[src/rtl/tcp_rx_ctrl_mc_pkg.sv]
// Shared types and limits for the multi-channel TCP RX pipeline controller.
package tcp_rx_ctrl_mc_pkg;

   localparam int unsigned MAX_RD_CHANS = 8;
   localparam int unsigned MAX_WR_CHANS = 8;
   localparam int unsigned STATE_W      = 4;

   typedef enum logic [STATE_W-1:0] {
      ST_IDLE      = 4'd0,
      ST_SLOW_REQ  = 4'd1,
      ST_SLOW_WAIT = 4'd2,
      ST_RD        = 4'd3,
      ST_CALC      = 4'd4,
      ST_WB        = 4'd5,
      ST_SCHED     = 4'd6,
      ST_OUT       = 4'd7
   } state_e;

endpackage

[src/rtl/tcp_rx_ctrl_mc_if.sv]
// Handshake/bus bundle between the RX controller and its parser, datapath,
// state memories, scheduler, destination and slow path.
interface tcp_rx_ctrl_mc_if #(
   parameter int unsigned NUM_RD = 4,
   parameter int unsigned NUM_WR = 3,
   parameter int unsigned CNT_W  = 32
);
   logic              rx_tcp_hdr_val;
   logic              rx_hdr_rdy;
   logic              read_flow_cam_val;
   logic              read_flow_cam_hit;
   logic              store_flowid_cam;
   logic              ctrl_datap_save_input;
   logic [NUM_RD-1:0] rd_req_val;
   logic [NUM_RD-1:0] rd_req_rdy;
   logic [NUM_RD-1:0] rd_resp_val;
   logic [NUM_RD-1:0] rd_resp_rdy;
   logic [NUM_RD-1:0] ctrl_datap_save_flow_state;
   logic              ctrl_datap_save_calcs;
   logic [NUM_WR-1:0] wr_req_val;
   logic [NUM_WR-1:0] wr_req_rdy;
   logic              rx_sched_update_val;
   logic              sched_rx_update_rdy;
   logic              tcp_rx_dst_hdr_val;
   logic              dst_tcp_rx_hdr_rdy;
   logic              slow_path_val;
   logic              slow_path_rdy;
   logic              slow_path_done_val;
   logic              drop_pkt;
   logic              slow_path_done_rdy;
   logic              slow_timeout;
   logic [CNT_W-1:0]  stat_pkt_cnt;
   logic [CNT_W-1:0]  stat_drop_cnt;

   modport master (
      input  rx_tcp_hdr_val, read_flow_cam_hit, rd_req_rdy, rd_resp_val,
             wr_req_rdy, sched_rx_update_rdy, dst_tcp_rx_hdr_rdy,
             slow_path_rdy, slow_path_done_val, drop_pkt,
      output rx_hdr_rdy, read_flow_cam_val, store_flowid_cam,
             ctrl_datap_save_input, rd_req_val, rd_resp_rdy,
             ctrl_datap_save_flow_state, ctrl_datap_save_calcs, wr_req_val,
             rx_sched_update_val, tcp_rx_dst_hdr_val, slow_path_val,
             slow_path_done_rdy, slow_timeout, stat_pkt_cnt, stat_drop_cnt
   );

   modport slave (
      output rx_tcp_hdr_val, read_flow_cam_hit, rd_req_rdy, rd_resp_val,
             wr_req_rdy, sched_rx_update_rdy, dst_tcp_rx_hdr_rdy,
             slow_path_rdy, slow_path_done_val, drop_pkt,
      input  rx_hdr_rdy, read_flow_cam_val, store_flowid_cam,
             ctrl_datap_save_input, rd_req_val, rd_resp_rdy,
             ctrl_datap_save_flow_state, ctrl_datap_save_calcs, wr_req_val,
             rx_sched_update_val, tcp_rx_dst_hdr_val, slow_path_val,
             slow_path_done_rdy, slow_timeout, stat_pkt_cnt, stat_drop_cnt
   );
endinterface

[src/rtl/tcp_rx_ctrl_mc_hs_mask_tracker.sv]
// Per-channel handshake completion tracker: a channel stays pending until its
// val&rdy handshake, and all_done includes handshakes of the current cycle.
module hs_mask_tracker #(
   parameter int unsigned WIDTH = 4
) (
   input  logic             clk,
   input  logic             rst_n,
   input  logic [WIDTH-1:0] i_val,
   input  logic [WIDTH-1:0] i_rdy,
   input  logic             i_clear,
   output logic [WIDTH-1:0] o_pending,
   output logic             o_all_done_c
);

   logic [WIDTH-1:0] r_pend;
   logic [WIDTH-1:0] w_hs;

   assign w_hs = i_val & i_rdy;

   always_ff @(posedge clk or negedge rst_n) begin
      if (!rst_n) begin
         r_pend <= '1;
      end else if (i_clear) begin
         r_pend <= '1;
      end else begin
         r_pend <= r_pend & ~w_hs;
      end
   end

   assign o_pending    = r_pend;
   assign o_all_done_c = ~|(r_pend & ~w_hs);

endmodule

[src/rtl/tcp_rx_ctrl_mc.sv]
// Multi-channel TCP RX pipeline controller: sequences one header through CAM
// lookup, optional slow-path setup, per-channel reads, calc, writeback, output.
module tcp_rx_ctrl_mc
   import tcp_rx_ctrl_mc_pkg::*;
#(
   parameter int unsigned NUM_RD      = 4,
   parameter int unsigned NUM_WR      = 3,
   parameter int unsigned CALC_CYCLES = 1,
   parameter int unsigned SLOW_TO_W   = 16,
   parameter int unsigned CNT_W       = 32
) (
   input logic              clk,
   input logic              rst_n,
   tcp_rx_ctrl_mc_if.master bus
);

   localparam logic [3:0] S_IDLE      = ST_IDLE;
   localparam logic [3:0] S_SLOW_REQ  = ST_SLOW_REQ;
   localparam logic [3:0] S_SLOW_WAIT = ST_SLOW_WAIT;
   localparam logic [3:0] S_RD        = ST_RD;
   localparam logic [3:0] S_CALC      = ST_CALC;
   localparam logic [3:0] S_WB        = ST_WB;
   localparam logic [3:0] S_SCHED     = ST_SCHED;
   localparam logic [3:0] S_OUT       = ST_OUT;

   // Timeout fires in the cycle the counter would step onto all-ones.
   localparam logic [SLOW_TO_W-1:0] TO_LAST   = {{(SLOW_TO_W-1){1'b1}}, 1'b0};
   localparam logic [3:0]           CALC_LAST = 4'(CALC_CYCLES - 1);

   if (NUM_RD > MAX_RD_CHANS || NUM_WR > MAX_WR_CHANS) begin : g_bad_cfg
      $error("tcp_rx_ctrl_mc: channel count exceeds package limit");
   end

   logic [3:0]           r_state;
   logic [3:0]           w_state_nx;
   logic                 r_active;
   logic [SLOW_TO_W-1:0] r_to_cnt;
   logic [SLOW_TO_W-1:0] w_to_cnt_nx;
   logic [3:0]           r_calc_cnt;
   logic [3:0]           w_calc_cnt_nx;
   logic [CNT_W-1:0]     r_pkt_cnt;
   logic [CNT_W-1:0]     r_drop_cnt;

   logic w_hdr_rdy, w_cam_val, w_save_input, w_save_calcs;
   logic w_sched_val, w_dst_val, w_slow_val, w_done_rdy, w_timeout;
   logic w_rd_clear, w_wr_clear, w_pkt_inc, w_drop_inc;

   logic              w_in_rd, w_in_wb;
   logic [NUM_RD-1:0] w_rdreq_pend, w_rdresp_pend;
   logic [NUM_RD-1:0] w_rd_req_val, w_rd_resp_rdy;
   logic [NUM_WR-1:0] w_wr_pend, w_wr_req_val;
   logic              w_rdreq_all, w_rdresp_all, w_wr_all;

   assign w_in_rd       = (r_state == S_RD);
   assign w_in_wb       = (r_state == S_WB);
   assign w_rd_req_val  = w_in_rd ? w_rdreq_pend  : '0;
   assign w_rd_resp_rdy = w_in_rd ? w_rdresp_pend : '0;
   assign w_wr_req_val  = w_in_wb ? w_wr_pend     : '0;

   hs_mask_tracker #(.WIDTH(NUM_RD)) u_rd_req (
      .clk          (clk),
      .rst_n        (rst_n),
      .i_val        (w_rd_req_val),
      .i_rdy        (bus.rd_req_rdy),
      .i_clear      (w_rd_clear),
      .o_pending    (w_rdreq_pend),
      .o_all_done_c (w_rdreq_all)
   );

   hs_mask_tracker #(.WIDTH(NUM_RD)) u_rd_resp (
      .clk          (clk),
      .rst_n        (rst_n),
      .i_val        (bus.rd_resp_val),
      .i_rdy        (w_rd_resp_rdy),
      .i_clear      (w_rd_clear),
      .o_pending    (w_rdresp_pend),
      .o_all_done_c (w_rdresp_all)
   );

   hs_mask_tracker #(.WIDTH(NUM_WR)) u_wr (
      .clk          (clk),
      .rst_n        (rst_n),
      .i_val        (w_wr_req_val),
      .i_rdy        (bus.wr_req_rdy),
      .i_clear      (w_wr_clear),
      .o_pending    (w_wr_pend),
      .o_all_done_c (w_wr_all)
   );

   // Next-state and strobe decode.
   always_comb begin
      w_state_nx    = r_state;
      w_to_cnt_nx   = r_to_cnt;
      w_calc_cnt_nx = r_calc_cnt;
      w_hdr_rdy     = 1'b0;
      w_cam_val     = 1'b0;
      w_save_input  = 1'b0;
      w_save_calcs  = 1'b0;
      w_sched_val   = 1'b0;
      w_dst_val     = 1'b0;
      w_slow_val    = 1'b0;
      w_done_rdy    = 1'b0;
      w_timeout     = 1'b0;
      w_rd_clear    = 1'b0;
      w_wr_clear    = 1'b0;
      w_pkt_inc     = 1'b0;
      w_drop_inc    = 1'b0;
      case (r_state)
         S_IDLE: begin
            // r_active holds ready low until the first edge after reset.
            w_hdr_rdy    = r_active;
            w_save_input = r_active;
            w_cam_val    = r_active & bus.rx_tcp_hdr_val;
            if (w_cam_val) begin
               w_state_nx = bus.read_flow_cam_hit ? S_RD : S_SLOW_REQ;
            end
         end
         S_SLOW_REQ: begin
            w_slow_val  = 1'b1;
            w_to_cnt_nx = '0;
            if (bus.slow_path_rdy) begin
               w_state_nx = S_SLOW_WAIT;
            end
         end
         S_SLOW_WAIT: begin
            w_done_rdy  = 1'b1;
            w_to_cnt_nx = r_to_cnt + SLOW_TO_W'(1);
            if (bus.slow_path_done_val) begin
               if (bus.drop_pkt) begin
                  w_drop_inc = 1'b1;
                  w_state_nx = S_IDLE;
               end else begin
                  w_state_nx = S_RD;
               end
            end else if (r_to_cnt == TO_LAST) begin
               w_timeout  = 1'b1;
               w_drop_inc = 1'b1;
               w_state_nx = S_IDLE;
            end
         end
         S_RD: begin
            if (w_rdreq_all && w_rdresp_all) begin
               w_rd_clear = 1'b1;
               w_state_nx = S_CALC;
            end
         end
         S_CALC: begin
            if (r_calc_cnt == CALC_LAST) begin
               w_save_calcs  = 1'b1;
               w_calc_cnt_nx = '0;
               w_state_nx    = S_WB;
            end else begin
               w_calc_cnt_nx = r_calc_cnt + 4'd1;
            end
         end
         S_WB: begin
            if (w_wr_all) begin
               w_wr_clear = 1'b1;
               w_state_nx = S_SCHED;
            end
         end
         S_SCHED: begin
            w_sched_val = 1'b1;
            if (bus.sched_rx_update_rdy) begin
               w_state_nx = S_OUT;
            end
         end
         S_OUT: begin
            w_dst_val = 1'b1;
            if (bus.dst_tcp_rx_hdr_rdy) begin
               w_pkt_inc  = 1'b1;
               w_state_nx = S_IDLE;
            end
         end
         default: w_state_nx = S_IDLE;
      endcase
   end

   always_ff @(posedge clk or negedge rst_n) begin
      if (!rst_n) begin
         r_state    <= S_IDLE;
         r_active   <= 1'b0;
         r_to_cnt   <= '0;
         r_calc_cnt <= '0;
         r_pkt_cnt  <= '0;
         r_drop_cnt <= '0;
      end else begin
         r_state    <= w_state_nx;
         r_active   <= 1'b1;
         r_to_cnt   <= w_to_cnt_nx;
         r_calc_cnt <= w_calc_cnt_nx;
         if (w_pkt_inc) begin
            r_pkt_cnt <= r_pkt_cnt + CNT_W'(1);
         end
         if (w_drop_inc) begin
            r_drop_cnt <= r_drop_cnt + CNT_W'(1);
         end
      end
   end

   assign bus.rx_hdr_rdy                 = w_hdr_rdy;
   assign bus.read_flow_cam_val          = w_cam_val;
   assign bus.store_flowid_cam           = w_save_input;
   assign bus.ctrl_datap_save_input      = w_save_input;
   assign bus.rd_req_val                 = w_rd_req_val;
   assign bus.rd_resp_rdy                = w_rd_resp_rdy;
   assign bus.ctrl_datap_save_flow_state = bus.rd_resp_val & w_rd_resp_rdy;
   assign bus.ctrl_datap_save_calcs      = w_save_calcs;
   assign bus.wr_req_val                 = w_wr_req_val;
   assign bus.rx_sched_update_val        = w_sched_val;
   assign bus.tcp_rx_dst_hdr_val         = w_dst_val;
   assign bus.slow_path_val              = w_slow_val;
   assign bus.slow_path_done_rdy         = w_done_rdy;
   assign bus.slow_timeout               = w_timeout;
   assign bus.stat_pkt_cnt               = r_pkt_cnt;
   assign bus.stat_drop_cnt              = r_drop_cnt;

endmodule

[src/flat_wrapper.sv]
// flat-port wrapper written by rule: the top's interface ports become plain ports
module tcp_rx_ctrl_mc_flat import tcp_rx_ctrl_mc_pkg::*;
#(
   parameter int unsigned NUM_RD      = 4,
   parameter int unsigned NUM_WR      = 3,
   parameter int unsigned CALC_CYCLES = 1,
   parameter int unsigned SLOW_TO_W   = 16,
   parameter int unsigned CNT_W       = 32
)
  (clk, rst_n, bus_rx_tcp_hdr_val, bus_read_flow_cam_hit, bus_rd_req_rdy, bus_rd_resp_val, bus_wr_req_rdy, bus_sched_rx_update_rdy, bus_dst_tcp_rx_hdr_rdy, bus_slow_path_rdy, bus_slow_path_done_val, bus_drop_pkt, bus_rx_hdr_rdy, bus_read_flow_cam_val, bus_store_flowid_cam, bus_ctrl_datap_save_input, bus_rd_req_val, bus_rd_resp_rdy, bus_ctrl_datap_save_flow_state, bus_ctrl_datap_save_calcs, bus_wr_req_val, bus_rx_sched_update_val, bus_tcp_rx_dst_hdr_val, bus_slow_path_val, bus_slow_path_done_rdy, bus_slow_timeout, bus_stat_pkt_cnt, bus_stat_drop_cnt);
  tcp_rx_ctrl_mc_if #(.NUM_RD(NUM_RD), .NUM_WR(NUM_WR), .CNT_W(CNT_W)) bus_i ();
  input logic clk;
  input logic rst_n;
  input wire logic [$bits(bus_i.rx_tcp_hdr_val)-1:0] bus_rx_tcp_hdr_val;
  input wire logic [$bits(bus_i.read_flow_cam_hit)-1:0] bus_read_flow_cam_hit;
  input wire logic [$bits(bus_i.rd_req_rdy)-1:0] bus_rd_req_rdy;
  input wire logic [$bits(bus_i.rd_resp_val)-1:0] bus_rd_resp_val;
  input wire logic [$bits(bus_i.wr_req_rdy)-1:0] bus_wr_req_rdy;
  input wire logic [$bits(bus_i.sched_rx_update_rdy)-1:0] bus_sched_rx_update_rdy;
  input wire logic [$bits(bus_i.dst_tcp_rx_hdr_rdy)-1:0] bus_dst_tcp_rx_hdr_rdy;
  input wire logic [$bits(bus_i.slow_path_rdy)-1:0] bus_slow_path_rdy;
  input wire logic [$bits(bus_i.slow_path_done_val)-1:0] bus_slow_path_done_val;
  input wire logic [$bits(bus_i.drop_pkt)-1:0] bus_drop_pkt;
  output wire logic [$bits(bus_i.rx_hdr_rdy)-1:0] bus_rx_hdr_rdy;
  output wire logic [$bits(bus_i.read_flow_cam_val)-1:0] bus_read_flow_cam_val;
  output wire logic [$bits(bus_i.store_flowid_cam)-1:0] bus_store_flowid_cam;
  output wire logic [$bits(bus_i.ctrl_datap_save_input)-1:0] bus_ctrl_datap_save_input;
  output wire logic [$bits(bus_i.rd_req_val)-1:0] bus_rd_req_val;
  output wire logic [$bits(bus_i.rd_resp_rdy)-1:0] bus_rd_resp_rdy;
  output wire logic [$bits(bus_i.ctrl_datap_save_flow_state)-1:0] bus_ctrl_datap_save_flow_state;
  output wire logic [$bits(bus_i.ctrl_datap_save_calcs)-1:0] bus_ctrl_datap_save_calcs;
  output wire logic [$bits(bus_i.wr_req_val)-1:0] bus_wr_req_val;
  output wire logic [$bits(bus_i.rx_sched_update_val)-1:0] bus_rx_sched_update_val;
  output wire logic [$bits(bus_i.tcp_rx_dst_hdr_val)-1:0] bus_tcp_rx_dst_hdr_val;
  output wire logic [$bits(bus_i.slow_path_val)-1:0] bus_slow_path_val;
  output wire logic [$bits(bus_i.slow_path_done_rdy)-1:0] bus_slow_path_done_rdy;
  output wire logic [$bits(bus_i.slow_timeout)-1:0] bus_slow_timeout;
  output wire logic [$bits(bus_i.stat_pkt_cnt)-1:0] bus_stat_pkt_cnt;
  output wire logic [$bits(bus_i.stat_drop_cnt)-1:0] bus_stat_drop_cnt;
  assign bus_i.rx_tcp_hdr_val = bus_rx_tcp_hdr_val;
  assign bus_i.read_flow_cam_hit = bus_read_flow_cam_hit;
  assign bus_i.rd_req_rdy = bus_rd_req_rdy;
  assign bus_i.rd_resp_val = bus_rd_resp_val;
  assign bus_i.wr_req_rdy = bus_wr_req_rdy;
  assign bus_i.sched_rx_update_rdy = bus_sched_rx_update_rdy;
  assign bus_i.dst_tcp_rx_hdr_rdy = bus_dst_tcp_rx_hdr_rdy;
  assign bus_i.slow_path_rdy = bus_slow_path_rdy;
  assign bus_i.slow_path_done_val = bus_slow_path_done_val;
  assign bus_i.drop_pkt = bus_drop_pkt;
  assign bus_rx_hdr_rdy = bus_i.rx_hdr_rdy;
  assign bus_read_flow_cam_val = bus_i.read_flow_cam_val;
  assign bus_store_flowid_cam = bus_i.store_flowid_cam;
  assign bus_ctrl_datap_save_input = bus_i.ctrl_datap_save_input;
  assign bus_rd_req_val = bus_i.rd_req_val;
  assign bus_rd_resp_rdy = bus_i.rd_resp_rdy;
  assign bus_ctrl_datap_save_flow_state = bus_i.ctrl_datap_save_flow_state;
  assign bus_ctrl_datap_save_calcs = bus_i.ctrl_datap_save_calcs;
  assign bus_wr_req_val = bus_i.wr_req_val;
  assign bus_rx_sched_update_val = bus_i.rx_sched_update_val;
  assign bus_tcp_rx_dst_hdr_val = bus_i.tcp_rx_dst_hdr_val;
  assign bus_slow_path_val = bus_i.slow_path_val;
  assign bus_slow_path_done_rdy = bus_i.slow_path_done_rdy;
  assign bus_slow_timeout = bus_i.slow_timeout;
  assign bus_stat_pkt_cnt = bus_i.stat_pkt_cnt;
  assign bus_stat_drop_cnt = bus_i.stat_drop_cnt;
  tcp_rx_ctrl_mc #(.NUM_RD(NUM_RD), .NUM_WR(NUM_WR), .CALC_CYCLES(CALC_CYCLES), .SLOW_TO_W(SLOW_TO_W), .CNT_W(CNT_W)) u_core (.clk(clk), .rst_n(rst_n), .bus(bus_i));
endmodule
[config.mk]
export PLATFORM = sky130hd
export DESIGN_NAME = tcp_rx_ctrl_mc_flat
export DESIGN_NICKNAME = d
export VERILOG_FILES = /design/src/rtl/tcp_rx_ctrl_mc_pkg.sv /design/src/rtl/tcp_rx_ctrl_mc_if.sv /design/src/rtl/tcp_rx_ctrl_mc_hs_mask_tracker.sv /design/src/rtl/tcp_rx_ctrl_mc.sv /design/src/flat_wrapper.sv
export SDC_FILE = /design/constraint.sdc
export NUM_CORES = 1
export LEC_CHECK = 0
export CAP_MARGIN = 25
export CORE_MARGIN = 4
export CORE_UTILIZATION = 35
export DETAILED_ROUTE_END_ITERATION = 10
export PLACE_DENSITY_LB_ADDON = 0.1
export RECOVER_POWER = 100
export SLEW_MARGIN = 10
export SYNTH_ARGS = -nofsm -noshare
export SYNTH_HDL_FRONTEND = slang
export SYNTH_SLANG_ARGS = --single-unit
[constraint.sdc]
create_clock -name clk -period 2.1 [get_ports clk]
set_input_delay 0.21 -clock clk [delete_from_list [all_inputs] [get_ports clk]]
set_output_delay 0.21 -clock clk [all_outputs]
set_load 0.03 [all_outputs]
# After elaboration in Yosys (flattened, before gate mapping)
# Cells that the tools add are included.
# word_totals
regBits,100
input_bits,20
word_cells,89
# classes
addsub,4
n_eq_ne,16
mux,40
bitwise,10
reduce_logical,10
# op_table
op,count
"32-bit by 1-bit adder with 32-bit output, second input constant",2
4-bit 2-to-1 mux,14
16-bit one-hot mux with 2 select lines,1
4-bit one-hot mux with 8 select lines,1
1-bit 2-to-1 mux,20
"16-bit by 1-bit adder with 16-bit output, second input constant",1
4-bit AND,4
"16-bit == test, second input constant",1
"4-bit by 3-bit == test with 1-bit output, second input constant",4
"2-bit inequality test, second input constant",5
"4-bit by 2-bit == test with 1-bit output, second input constant",2
4-bit zero test,2
4-bit inverter,2
8-bit AND reduction,1
4-bit OR reduction,2
3-bit AND,2
3-bit 2-to-1 mux,2
"4-bit by 1-bit adder with 4-bit output, second input constant",1
"4-bit by 1-bit == test with 1-bit output, second input constant",1
2-bit 2-to-1 mux,2
"2-bit by 1-bit inequality test with 1-bit output, second input constant",2
"3-bit by 2-bit inequality test with 1-bit output, second input constant",1
3-bit inverter,1
3-bit OR reduction,1
4 further kinds,5

# Logic depth before layout (Yosys ltp)
# depth
depth_word,11
ltp_mapped,9

# Hierarchy
# From an unflattened synthesis, not the netlist that was laid out.
# hier_totals
cells_unflattened,465
hier_area_um2,4888.4
# modules_own_cells
module,n_inst,cells_each,area_each_um2,seq_area_each_um2
tcp_rx_ctrl_mc,1,429,4418.0,2202.1
hs_mask_tracker (u_core.u_rd_req ...),2,13,172.7,105.1
hs_mask_tracker (u_core.u_wr),1,10,125.1,78.8

# Worst setup path before layout
# Ideal clock, no wire load.
# synth_path
path_type,register to output
from,register u_core.r_state[0]
to,output port bus_read_flow_cam_val
arrival_ps,2374
slack_ps,-484
stages_incl_launch_ff,4
n_path_buf,1
path_cell_list,dfrtp_1 clkbuf_1 nor4b_1 and2_1
# synth_via
elab_chain_len,2
# synth_rtl
item,line_no,text
from (decl),tcp_rx_ctrl_mc.sv:34,logic [3:0] r_state;
from (signal assigned),tcp_rx_ctrl_mc.sv:188,r_state <= w_state_nx;
4-bit zero test,tcp_rx_ctrl_mc.sv:108,case (r_state)
1-bit 2-to-1 mux,tcp_rx_ctrl_mc.sv:108,
to (decl),flat_wrapper.sv:25,output wire logic [$bits(bus_i.read_flow_cam_val)-1:0] bus_read_flow_cam_val;
# No other way between the ends.

# Worst setup path in the final report
# layout_path
from,register u_core.r_calc_cnt[0]
to,output port bus_ctrl_datap_save_calcs
# layout_via
elab_chain_len,3
# layout_rtl
item,line_no,text
from (decl),tcp_rx_ctrl_mc.sv:39,logic [3:0] r_calc_cnt;
from (signal assigned),tcp_rx_ctrl_mc.sv:191,r_calc_cnt <= w_calc_cnt_nx;
4-bit zero test,tcp_rx_ctrl_mc.sv:148,if (r_calc_cnt == CALC_LAST) begin
1-bit 2-to-1 mux,tcp_rx_ctrl_mc.sv:148,
1-bit 2-to-1 mux,tcp_rx_ctrl_mc.sv:108,
to (decl),flat_wrapper.sv:31,output wire logic [$bits(bus_i.ctrl_datap_save_calcs)-1:0] bus_ctrl_datap_save_calcs;
# No other way between the ends.

==> results by group <==
Outcome
  • Status: complete, no violations

STA
  • Setup Skew: 0.0138 ns
  • Minimum clock period: a little over 2 ns
  • Max-slew violations: 0
  • Max Clk Rate: just under 500 MHz
  • Hold Vio Cnt, Final: 0
  • Ratio of final minimum period to clock period: slightly below 100%
  • Unrepaired setup endpoints after global routing: true
  • Final setup fails: 0
  • Hold Slack: between 0.4 and 0.5 ns
  • Slew headroom: about 53%
  • Worst Tran Pin Value: between 0.6 and 0.7 ns
  • Final WS setup: just over 0.08 ns

Worst setup path
  • R2R cell count: 8
  • Critical Path Sink Type: output port
  • Worst Path Arrival: around 1.8 ns
  • Worst flop-to-flop path startpoint: u_core.r_calc_cnt[0]
  • R2R setup slack: approximately 0.13 ns
  • Worst setup SP type: register
  • Slowest stage delay, CP: slightly below 0.4 ns
  • Slowest cell on crit path: dfrtp_1
  • Cell count along the critical path: 6
  • R2r endpoint: u_core.r_state[1]
  • CP Max Fanout: 3
  • Worst Path Required: approximately 1.9 ns
  • Most frequent cell on the critical path: buf_4
  • Delay-heaviest family, CP: simple AND/OR/NAND/NOR gates
  • Kind of critical path: register to output port
  • Critical Path, Cell by Cell: inv_2, ha_1, or3b_4, buf_4, nor4_2, buf_4
  • Worst Path Buf+Inv: 3

Yosys
  • Most used DFF post-synth: dfrtp_1
  • Register area share after synthesis: between 50% and 60%
  • Post-synthesis mux area share: less than 1%
  • Synth Area in XOR/XNOR: between 10% and 20%
  • Post-Synth Simple-Gate Area: between 20 and 25%
  • Complex-gate fraction of the synthesized area: under 10%
  • Yosys reg bits: 99
  • Mean post-synth cell area: between 9 and 10 um2
  • Syn Nets: between 500 and 600
  • Main combinational cell family by area after synthesis: simple AND/OR/NAND/NOR gates
  • Cell Area, Synth: 0.00491 mm2
  • Area share of fa/ha/maj cells after synthesis: between 1.5 and 2%
  • Synth Warn #: 0
  • EDFF count, synth: 0
  • Mapped Cells: just under 500
  • Yosys cell types: 55
  • Asr flop ratio synth: 100%

Finish
  • Layout cells sized above 1: 16.1%
  • ANT cells: 0
  • Fillers: 1301
  • Nets: about 670
  • Reg area: roughly 0.0025 mm2
  • Area delta synth->final: 36.8%
  • Post-Layout Cell Count: between 800 and 900
  • Multi-input gate area: approximately 0.0023 mm2

Placed design
  • DP Wirelength: 8560 um
  • Dpl ws: -0.0272 ns
  • # port buffers: roughly 110
  • Post-placement cell count: between 800 and 900
  • Final estimated routing congestion in global placement: 0.791

Route
  • Initial DRC Count: between 100 and 150
  • WL per Instance: 14.0 um
  • DR pass1 iterations: 4
  • Post-route ant nets: 0
  • Routed vias: around 4.0k
  • Detailed-route DRC error count: 0
  • Post-DR vias/cell: 4.89
  • Drt total wl: approximately 12000 um

Run
  • Max cap viols: 0

Power and ir drop
  • Tot Pwr: slightly above 6 mW
  • Worst-case vdd ir drop: between 0.5 and 0.6 mV
  • Leakage: 3.26 nW
  • Pwr Density: 904 mW/mm2

Clocking
  • CTS tree: built
  • Total CTS buffers: 9
  • Clk sinks: just under 100
  • Clock transition at path regs: 0.07 ns
  • Htree depth: 3
  • Worst skew pair latency: roughly 0.35 ns
  • Max clock buf depth: 2
  • Clk root buf: clkbuf_16

Floorplan
  • Placeable Area: approximately 0.014 mm2
  • Initial Util: between 30% and 40%
  • Die width: around 130 um
  • DIE HEIGHT: 126 um
  • Rows: 43
  • Total die area: approximately 0.016 mm2
  • I/O pin count: 109

GRT
  • Tot GR Track Use: around 15%
  • Met2 usage: around a quarter
  • Initial antenna violation count: 0
  • First-pass GRT wire length: roughly 19000 um
  • Global Route met3 Usage: 4.29%
  • Busiest grt layer: met2
  • Met1 usage in global routing: between 15 and 20%
  • Gr ovfl total: 0
  • Largest net degree at the start of global routing: 52
  • Vias in the first global route: 3905

Worst hold path
  • Min-Delay Path Class: input port to asynchronous set/reset pin
## state kept, by name (all words and copies together) (netlist names)
signal,cells
u_core.bus.stat_drop_cnt,32
u_core.u_rd_req.o_pending,4
u_core.u_wr.o_pending,3
u_core.r_state,3
u_core.r_calc_cnt,4
u_core.u_rd_resp.o_pending,4
u_core.bus.stat_pkt_cnt,32
u_core.r_active,1
u_core.r_to_cnt,16
## repair_timing
action	CTS	global route
pin swaps	0	2
hold buffers	1	0
hold endpoints to repair	23	0
endpoints found under the setup margin	13	37
buffers inserted	2	3
gates resized for setup	12	17
## layout make-up
type                       count  area share [%]
timing repair buffer         149            19.4
clock inverter                 5           0.652
inverter                      23            1.28
tap                          180            3.35
clock buffer                  11            3.61
multi-input combinational    358            34.6
sequential                    99            37.1
## where the power goes
part           total, mW  internal (mW)  switching [mW]
clock               1.60          0.852           0.744
sequential          2.37           2.18           0.188
combinational       2.11          0.841            1.27
total               6.08           3.88            2.20
## Yosys cell counts, types with 2 or more instances
cell type	count	share of area, %
dfstp_2	11	5.9
xor2_1	19	3.4
nand2b_1	5	0.64
o21ai_0	34	3.5
a211oi_1	2	0.31
inv_1	23	1.8
a31oi_1	3	0.38
a21o_1	2	0.31
nor3b_1	2	0.31
nor3_1	14	1.4
o22ai_1	3	0.38
a21oi_1	10	1.0
nor4_1	4	0.51
buf_2	4	0.41
and2_1	12	1.5
and4_1	5	0.89
and3_1	17	2.2
buf_4	2	0.31
nand4_2	4	1.0
o21ai_1	2	0.20
nand3_1	30	3.1
clkbuf_1	8	0.61
dfrtp_1	88	45
mux2_2	2	0.46
o41ai_1	2	0.36
nand4_1	24	3.1
xnor2_1	44	7.8
nor2_1	32	2.4
ha_1	6	1.5
nand2_1	56	4.3
## worst max-delay path by stage
stage,startpoint,slack (ns),endpoint
after floorplan,u_core.bus.stat_drop_cnt[3],0.04,u_core.bus.stat_drop_cnt[31]
after global placement,u_core.r_calc_cnt[0],0.04,u_core.r_state[0]
after detailed placement,u_core.r_calc_cnt[0],-0.03,u_core.r_state[1]
after CTS,u_core.r_to_cnt[0],0.02,bus_slow_timeout
after global routing,u_core.r_to_cnt[0],-0.03,u_core.r_to_cnt[14]
final,u_core.r_calc_cnt[0],0.08,bus_ctrl_datap_save_calcs
## worst register-to-register path, cell delays in order, from the launching register on
cell	delay, ns
dfrtp_1	0.39
inv_2	0.07
ha_1	0.15
or3b_4	0.38
nand2_1	0.07
o21ai_0	0.10
a311o_1	0.31
o21bai_2	0.21
o22a_1	0.18
## layer usage
| layer | vias to the layer above | part of all wire (%) |
|---|---|---|
| met5 | - | 0 |
| met4 | 0 | 1.0 |
| met3 | 11 | 4.4 |
| met2 | 79 | 47 |
| met1 | 1929 | 47 |
| li1 | 2019 | - |
## logic make-up after synthesis
kind of cell             Yosys count
AO/OA/AOI/OAI                     67
XOR/XNOR                          63
adder cells (fa/ha/maj)            6
buffers and inverters             38
flip-flops                        99
multiplexers                       2
other                              1
AND/OR/NAND/NOR                  219
## placed cells by master (no fill, tap or decap), types with 3 or more instances in the layout
cell / synthesis / layout
dfrtp_1: 88 / 87
dlygate4sd3_1: 0 / 65
nand2_1: 56 / 56
buf_4: 2 / 45
xnor2_1: 44 / 44
nor2_1: 32 / 30
o21ai_0: 34 / 30
nand3_1: 30 / 30
nand4_1: 24 / 24
inv_1: 23 / 22
xor2_1: 19 / 19
clkdlybuf4s50_1: 0 / 18
and3_1: 17 / 17
and2_1: 12 / 12
nor3_1: 14 / 12
dfstp_2: 11 / 11
a21oi_1: 10 / 10
dlygate4sd2_1: 0 / 10
clkbuf_16: 0 / 9
clkbuf_1: 8 / 7
nand2b_1: 5 / 5
and4_1: 5 / 5
ha_1: 6 / 5
o21ai_1: 2 / 4
nand4_2: 4 / 4
clkbuf_2: 0 / 4
nor4_1: 4 / 3
o22ai_1: 3 / 3
clkinv_4: 0 / 3
## stage by stage
stage | util, % | instance area, um2 | setup TNS (ns)
finish | 48.6 | 6720 | 0
global route | 48.6 | 6720 | -0.101
CTS | 48.5 | 6710 | 0
detailed placement | 46.3 | 6410 | -0.0529
global placement | 46.3 | 6410 | 0
floorplan | - | 4930 | 0
Power figures use the tool's default switching activity.
